==> config.mk <==
export PLATFORM = sky130hd
export DESIGN_NAME = dmem_responder
export DESIGN_NICKNAME = d
export VERILOG_FILES = /design/src/rtl/dmem_responder.sv
export SDC_FILE = /design/constraint.sdc
export NUM_CORES = 2
export LEC_CHECK = 0
export CAP_MARGIN = 25
export CELL_PAD_IN_SITES_DETAIL_PLACEMENT = 1
export CELL_PAD_IN_SITES_GLOBAL_PLACEMENT = 1
export CORE_UTILIZATION = 55
export CTS_CLUSTER_DIAMETER = 120
export DETAILED_ROUTE_END_ITERATION = 10
export PLACE_DENSITY_LB_ADDON = 0.1
export SLEW_MARGIN = 20
export SYNTH_ARGS = -nofsm -noshare
export SYNTH_HDL_FRONTEND = slang
export SYNTH_SLANG_ARGS = --single-unit
==> constraint.sdc <==
create_clock -name clk -period 13.9 [get_ports clk]
set_input_delay 2.78 -clock clk [delete_from_list [all_inputs] [get_ports clk]]
set_output_delay 2.78 -clock clk [all_outputs]
set_load 0.02 [all_outputs]
==> src/rtl/dmem_responder.sv <==
// Data-memory responder: byte-addressable word array with configurable wait states,
// byte/half/word lane steering, sign/zero extension and misalignment reporting.
module dmem_responder #(
   parameter int ADDR_WIDTH  = 8,
   parameter int WAIT_CYCLES = 2
) (
   input  logic                  clk,
   input  logic                  reset,
   input  logic                  req_valid,
   output logic                  req_ready,
   input  logic                  req_write,
   input  logic [1:0]            req_size,
   input  logic                  req_unsigned,
   input  logic [ADDR_WIDTH-1:0] req_addr,
   input  logic [31:0]           req_wdata,
   output logic                  resp_valid,
   input  logic                  resp_ready,
   output logic [31:0]           resp_rdata,
   output logic                  resp_error,
   output logic [1:0]            dbg_state
);

   localparam int WORDS = 2 ** (ADDR_WIDTH - 2);
   localparam int CW    = (WAIT_CYCLES > 1) ? $clog2(WAIT_CYCLES) : 1;
   localparam logic [CW-1:0] CNT_INIT = (WAIT_CYCLES > 0) ? CW'(WAIT_CYCLES - 1) : '0;

   typedef enum logic [1:0] {
      ST_IDLE = 2'd0,
      ST_WAIT = 2'd1,
      ST_RESP = 2'd2
   } state_t;

   state_t          state, state_next;
   logic [CW-1:0]   cnt;
   logic            do_access, err_resp, accept, req_err;

   logic                  lat_write, lat_unsigned;
   logic [1:0]            lat_size;
   logic [ADDR_WIDTH-1:0] lat_addr;
   logic [31:0]           lat_wdata;

   logic                  acc_write, acc_unsigned;
   logic [1:0]            acc_size;
   logic [ADDR_WIDTH-1:0] acc_addr;
   logic [31:0]           acc_wdata;
   logic [ADDR_WIDTH-3:0] word_idx;
   logic [1:0]            lane;

   logic [31:0] mem [WORDS];
   logic [31:0] rd_word, load_val, wlanes;
   logic [7:0]  rd_byte;
   logic [15:0] rd_half;
   logic [3:0]  be;

   // Both channels: a transfer happens on a rising edge where valid and ready are both 1.
   // req_ready is high only in IDLE; resp_valid is high only in RESP, with data held until resp_ready.
   assign req_ready  = (state == ST_IDLE);
   assign resp_valid = (state == ST_RESP);
   assign dbg_state  = state;
   assign accept     = req_ready && req_valid;

   assign req_err = (req_size == 2'b11) ||
                    (req_size == 2'b01 && req_addr[0]) ||
                    (req_size == 2'b10 && req_addr[1:0] != 2'b00);

   // With zero wait states the access happens on the acceptance edge, straight from the ports.
   assign acc_write    = (state == ST_IDLE) ? req_write    : lat_write;
   assign acc_size     = (state == ST_IDLE) ? req_size     : lat_size;
   assign acc_unsigned = (state == ST_IDLE) ? req_unsigned : lat_unsigned;
   assign acc_addr     = (state == ST_IDLE) ? req_addr     : lat_addr;
   assign acc_wdata    = (state == ST_IDLE) ? req_wdata    : lat_wdata;
   assign word_idx     = acc_addr[ADDR_WIDTH-1:2];
   assign lane         = acc_addr[1:0];

   assign rd_word = mem[word_idx];
   assign rd_byte = rd_word[{lane, 3'b000} +: 8];
   assign rd_half = lane[1] ? rd_word[31:16] : rd_word[15:0];

   always_comb begin
      load_val = 32'h0;
      case (acc_size)
         2'b00:   load_val = acc_unsigned ? {24'h0, rd_byte} : {{24{rd_byte[7]}}, rd_byte};
         2'b01:   load_val = acc_unsigned ? {16'h0, rd_half} : {{16{rd_half[15]}}, rd_half};
         default: load_val = rd_word;
      endcase
   end

   always_comb begin
      be     = 4'b0000;
      wlanes = acc_wdata;
      case (acc_size)
         2'b00: begin
            be     = 4'b0001 << lane;
            wlanes = {4{acc_wdata[7:0]}};
         end
         2'b01: begin
            be     = lane[1] ? 4'b1100 : 4'b0011;
            wlanes = {2{acc_wdata[15:0]}};
         end
         default: be = 4'b1111;
      endcase
   end

   always_comb begin
      state_next = state;
      do_access  = 1'b0;
      err_resp   = 1'b0;
      unique case (state)
         ST_IDLE: begin
            if (req_valid) begin
               if (req_err) begin
                  err_resp   = 1'b1;
                  state_next = ST_RESP;
               end else if (WAIT_CYCLES > 0) begin
                  state_next = ST_WAIT;
               end else begin
                  do_access  = 1'b1;
                  state_next = ST_RESP;
               end
            end
         end
         ST_WAIT: begin
            if (cnt == '0) begin
               do_access  = 1'b1;
               state_next = ST_RESP;
            end
         end
         ST_RESP: begin
            if (resp_ready) state_next = ST_IDLE;
         end
         default: state_next = ST_IDLE;
      endcase
   end

   always_ff @(posedge clk) begin
      if (reset) begin
         state      <= ST_IDLE;
         cnt        <= '0;
         resp_rdata <= 32'h0;
         resp_error <= 1'b0;
      end else begin
         state <= state_next;
         if (accept && !req_err) begin
            cnt <= CNT_INIT;
         end else if (state == ST_WAIT && cnt != '0) begin
            cnt <= cnt - CW'(1);
         end
         if (err_resp) begin
            resp_error <= 1'b1;
            resp_rdata <= 32'h0;
         end else if (do_access) begin
            resp_error <= 1'b0;
            resp_rdata <= acc_write ? 32'h0 : load_val;
         end
      end
   end

   always_ff @(posedge clk) begin
      if (accept) begin
         lat_write    <= req_write;
         lat_size     <= req_size;
         lat_unsigned <= req_unsigned;
         lat_addr     <= req_addr;
         lat_wdata    <= req_wdata;
      end
   end

   // Array has no reset; a commit edge that coincides with reset is suppressed.
   always_ff @(posedge clk) begin
      if (!reset && do_access && acc_write) begin
         for (int i = 0; i < 4; i++) begin
            if (be[i]) mem[word_idx][8*i +: 8] <= wlanes[8*i +: 8];
         end
      end
   end

endmodule

Word-level counts from Yosys, hierarchy flattened
Memories as Yosys holds them, arrays and structs flattened.
Index checks and enable logic that the tools add are counted.

operators by class
  shifts and indexed selects = 2
  muxes and demuxes = 39
  $add $sub $neg = 1
  reduce and logical (&&, ||, !) cells = 18
  eq/ne operators = 9

operators with widths
  cell                                                   number
  two-way mux 32 bit                                     4
  case mux 32 bit (2 select lines)                       2
  indexed part select 32 x 6 -> 8 bit                    1
  two-way mux 1 bit                                      23
  two-way mux 16 bit                                     1
  two-way mux 2 bit                                      5
  two-way mux 8 bit                                      1
  case mux 4 bit (2 select lines)                        1
  logical AND 1 bit                                      7
  equality test 2 x 1 -> 1 bit, second input constant    3
  equality test 2 bit, second input constant             3
  case mux 2 bit (3 select lines)                        1
  nonzero test 2 bit                                     3
  zero test 2 bit                                        2
  two-way mux 4 bit                                      1
  inequality test 2 bit, second input constant           2
  left shift 1 x 2 -> 4 bit, first input constant        1
  AND reduction 3 bit                                    1
  zero test 1 bit                                        2
  logical OR 1 bit                                       2
  inequality test 2 x 1 -> 1 bit, second input constant  1
  OR reduction 2 bit                                     1
  subtractor 1 bit, second input constant                1

storage, ports and cells
  memories kept = 1
  memory bits (writable) = 2048
  flip-flop bits (word level) = 80
  word-level logic and storage cells = 79
  bits of input ports = 48
  output and inout port bits = 37

memory list
  memory  depth  bits a word  read ports  clocked after Yosys merged registers in  write ports  line  text
  mem     64     32           1           0                                        1            49    logic [31:0] mem [WORDS];

Depth between registers and ports, before layout
  depth after elaboration = 8
  depth in mapped cells = 17
  gate-level depth less buffers = 11

Least setup slack after synthesis
Ideal clock, no wire load.

  path kind = input to register
  from = input port req_wdata[3]
  to = memory mem[0][19], data pin
  arrival = 5.638 ns
  required time = 13.312 ns
  buffers on the path = 0
  setup time = 0.588 ns
  slack = 7.674 ns
  cell stages on the path = 4
  cell sequence = nand2_1 nand2_1 nor2_1 a31oi_1

between the ends
  word-level cells in the longest chain between the ends = 2

ends and longest elaborated chain
  element                           line  text
  start: declaration                15    input logic [31:0] req_wdata,
  two-way mux 32 bit                71    assign acc_wdata = (state == ST_IDLE) ? req_wdata : lat_wdata;
  named net acc_wdata[3]            45    logic [31:0] acc_wdata;
  case mux 32 bit (2 select lines)  91    case (acc_size)
  named net wlanes[19]              50    logic [31:0] rd_word, load_val, wlanes;
  end: declaration                  49

The timed path passes the listed nets, and every way through them passes these cells.

Worst setup path in the final report
  from = input port req_addr[3]
  to = register resp_rdata[5]

between the ends
  word-level cells in the longest chain between the ends = 6
  elaborated cells between the ends (all ways) = 8
  classes of those cells = shift (1); mux (6); memory (1)

ends and longest elaborated chain
  element                                                                           line    text
  start: declaration                                                                14      input logic [ADDR_WIDTH-1:0] req_addr,
  two-way mux 8 bit (*)                                                             70      assign acc_addr = (state == ST_IDLE) ? req_addr : lat_addr;
  memory (64 x 32 bit) (*)                                                          --
  indexed part select 32 x 6 -> 8 bit / two-way mux 16 bit (equally long branches)  76, 77
  two-way mux 32 bit (on tied branches)                                             82, 83
  case mux 32 bit (2 select lines) (*)                                              81      case (acc_size)
  two-way mux 32 bit (*)                                                            153     resp_rdata <= acc_write ? 32'h0 : load_val;
  end signal: assignment                                                            153
  end: declaration                                                                  18      output logic [31:0] resp_rdata,

Mark *: on every way between the ends. The rest lies on a longest branch, timed or not.
A chain may end at the register's enable or synchronous reset.

==> summary.md <==
| Metric | Value |
|---|---|
| Vias per inst | between 7 and 8 |
| DPL Wire Length | between 150 and 200 mm |
| Layout Cells excl Fill | between 7000 and 8000 |
| CTS tree | built |
| Area Growth Syn to Fin | 14.02% |
| FF/Latch Area | about 0.064 mm² |
| Relative slew slack | between 10% and 20% |
| Final core utilization | 63.42% |
| F_max | between 100 and 150 MHz |
| Yosys warns | 0 |
| Fraction of registers with async set/reset | 0% |
| Multi-input gate area | about 0.016 mm² |
| Post-route setup slack | between 5 and 6 ns |
| Nature of the critical path endpoint | register |
| Top Ports | 85 |
| Pre-CTS setup slack | roughly 5.4 ns |
| Die area | approximately 0.15 mm² |
| Iter 0 DRT Violations | ~7100 |
| Layout Nets | approximately 5300 |
| H-tree Lvls | 4 |
| Post-synth top area share | around four fifths |
| Placed Cells | 6976 |
| Critical Path RT | roughly 15 ns |
| Vias in the first global route | between 50000 and 60000 |
| Post-synth top flop | edfxtp_1 |
| Largest net degree at the start of global routing | 103 |
| Die Span X | 383.8 µm |
| Layout filler cell count | 12730 |
| Wirelength per Cell | about 38 µm |
| Final hold vios | 0 |
| Synth area leader | edfxtp_1 |
| Post-synth EDFFs | 2092 |
| CTS Sinks | 2128 |
| Synth Area per Inst | 15.79 µm² |
| Worst path arrival time | 8.66 ns |
| Crit path launch type | input pin |
| Die Y-Extent | 383.8 µm |
| Worst-path maximum fanout | 34 |
| FP Rows | roughly 140 |
| Period utilisation layout | between 50 and 60% |
| Post-synthesis net count | roughly 5000 |
| Clk_lat worst skew | approximately 0.86 ns |
| Clock slew seen by the registers of the worst setup and hold paths | around 0.060 ns |
| Synth Instances | around 5000 |
| Synth area leaders | edfxtp_1 (78%), o22ai_1 (6.2%), nand2_1 (2.2%), nor3_1 (1.5%), nor4_1 (1.1%) |
| Setup TNS | 0 ns |
| Clock Root Buffer | clkbuf_16 |
| Layout cells sized above 1 | around an eighth |
| Initial Util | 55.62% |
| Cts repair resizes | 0 |
| Status | complete, no violations |
| Core area | between 0.1 and 0.15 mm² |
| Post-CTS setup buffer count | 0 |
| IO Port Bufs | between 80 and 90 |
| Period minus WS final | 7.921 ns |
| Drt first pass iters | 6 |
| ANT nets after route | 0 |
| Worst min path class | reg2reg |
| Leakage Power | roughly 29 nW |
| Worst-margin pin slew | 1.241 ns |
| Post-synthesis sequential area ratio | about 79% |
| RSZ-0062 raised after global routing | false |
| Post-synth top cells | edfxtp_1 (2092), o22ai_1 (795), nand2_1 (464), nor3_1 (245), nor2_1 (173) |
| Routed wire length | 277.1 mm |
| Critical path start-end classification | in2reg |
| Final slew viol count | 0 |
| DRC Markers | 0 |
| Max Cap Violations | 0 |
| Global-route wire length before repair | between 300 and 400 mm |
| Synth Register Bits | about 2100 |
| Bufs on Longest Clock Path | 3 |
| Routability cong. | between 0.9 and 1 |
| Overall global routing resource usage | 37.52% |
| Via count | 52710 |
| Clk_skew | between 0.02 and 0.025 ns |
| Final Total Pwr | 0.01456 W |
| Top-count cell post-synth | edfxtp_1 |
| Congestion Overflow GR | 0 |
| Pwr/cell area | 159.2 mW/mm² |
| CTS buffer count | slightly above 200 |
| Distinct cells, synth | between 80 and 90 |
| Synthesized area | ~0.08 mm² |
| Worst vdd ir | 124.4 µV |
| Setup violations, final | 0 |
| Initial antenna violation count | 6 |
| CTS Hold Bufs | 0 |
==> flip-flops by register name, summed over array words and instances (netlist names), 2 cells and up <==
signal,count
dbg_state,2
lat_addr,8
lat_size,2
lat_wdata,32
mem,2048
resp_rdata,32
==> logic make-up after synthesis <==
kind of cell | count (synthesis) | share of synthesized area (%)
compound gates | 1253 | 10.39
mux | 64 | 0.8129
flops | 2128 | 79.24
simple gates | 1238 | 7.260
buf+inv | 394 | 2.297
==> through the flow <==
stage	area, µm²	hold WS [ns]
finish	91430	0.4816
global route	91430	0.5080
CTS	91290	0.4706
detailed placement	84840	0.4616
global placement	84790	0.4593
floorplan	80190	0.4855
==> layout by cell type, fill, tap and decap left out, types with 36 or more instances in the layout <==
| master | instances |
|---|---|
| and3_1 | 40 |
| o21ai_0 | 53 |
| nand2_1 | 451 |
| mux2i_1 | 53 |
| clkdlybuf4s50_1 | 84 |
| clkinv_1 | 51 |
| buf_4 | 292 |
| a21oi_1 | 55 |
| clkbuf_1 | 38 |
| dfxtp_1 | 36 |
| nor4_1 | 135 |
| nor2_1 | 164 |
| a31oi_1 | 74 |
| o22ai_1 | 795 |
| nand3_1 | 92 |
| clkbuf_16 | 208 |
| o221ai_1 | 55 |
| nor3_1 | 212 |
| edfxtp_1 | 2092 |
==> final timing paths <==
kind | end | slack, ns | cells past startpoint | startpoint
min | resp_rdata[17] | 0.48 | 2 | resp_rdata[17]
max reg2reg | resp_rdata[5] | 7.31 | 13 | dbg_state[0]
max | resp_rdata[5] | 5.98 | 13 | req_addr[3]
min reg2reg | resp_rdata[17] | 0.48 | 2 | resp_rdata[17]
==> routing by layer <==
| layer | vias to the layer above | routed length [µm] | GRT usage, % | share of wire (%) |
|---|---|---|---|---|
| li1 | 21110 | - | - | - |
| met1 | 27180 | 101200 | 49.42 | 37 |
| met2 | 3605 | 130700 | 59.12 | 47 |
| met3 | 811 | 28620 | 7.680 | 10 |
| met4 | 2 | 16690 | 20.05 | 6.0 |
| met5 | - | 7 | 0 | 0.0025 |
==> final cells by class <==
type                    instances  share of cell area (%)
diodes                          4                 0.01095
clock buffers                 246                   5.849
clock inverters               123                   1.210
inverters                       8                 0.03421
multi-input cells            2555                   17.15
flip-flops and latches       2128                   69.50
well taps                    1903                   2.604
repair buffers                395                   3.643
==> worst max-delay path: stages <==
cell	delay, ns
clkdlybuf4s50_1	0.43
buf_4	0.25
or3b_1	0.68
nand2_8	0.37
nand2_4	0.63
buf_4	0.57
o22ai_1	0.15
nor4_1	0.56
o22ai_1	0.22
nor4_1	0.86
nand2_1	0.33
a221o_1	0.41
a221oi_1	0.32
==> where the power goes <==
part           switching [W]  leakage, nW  internal, W
Clock                0.00242         3.14      0.00305
Combinational        0.00138         6.46     0.000366
Sequential         0.0000133         19.1      0.00733
Total                0.00380         28.7       0.0108
No activity file was read; power rests on OpenSTA's default activity.
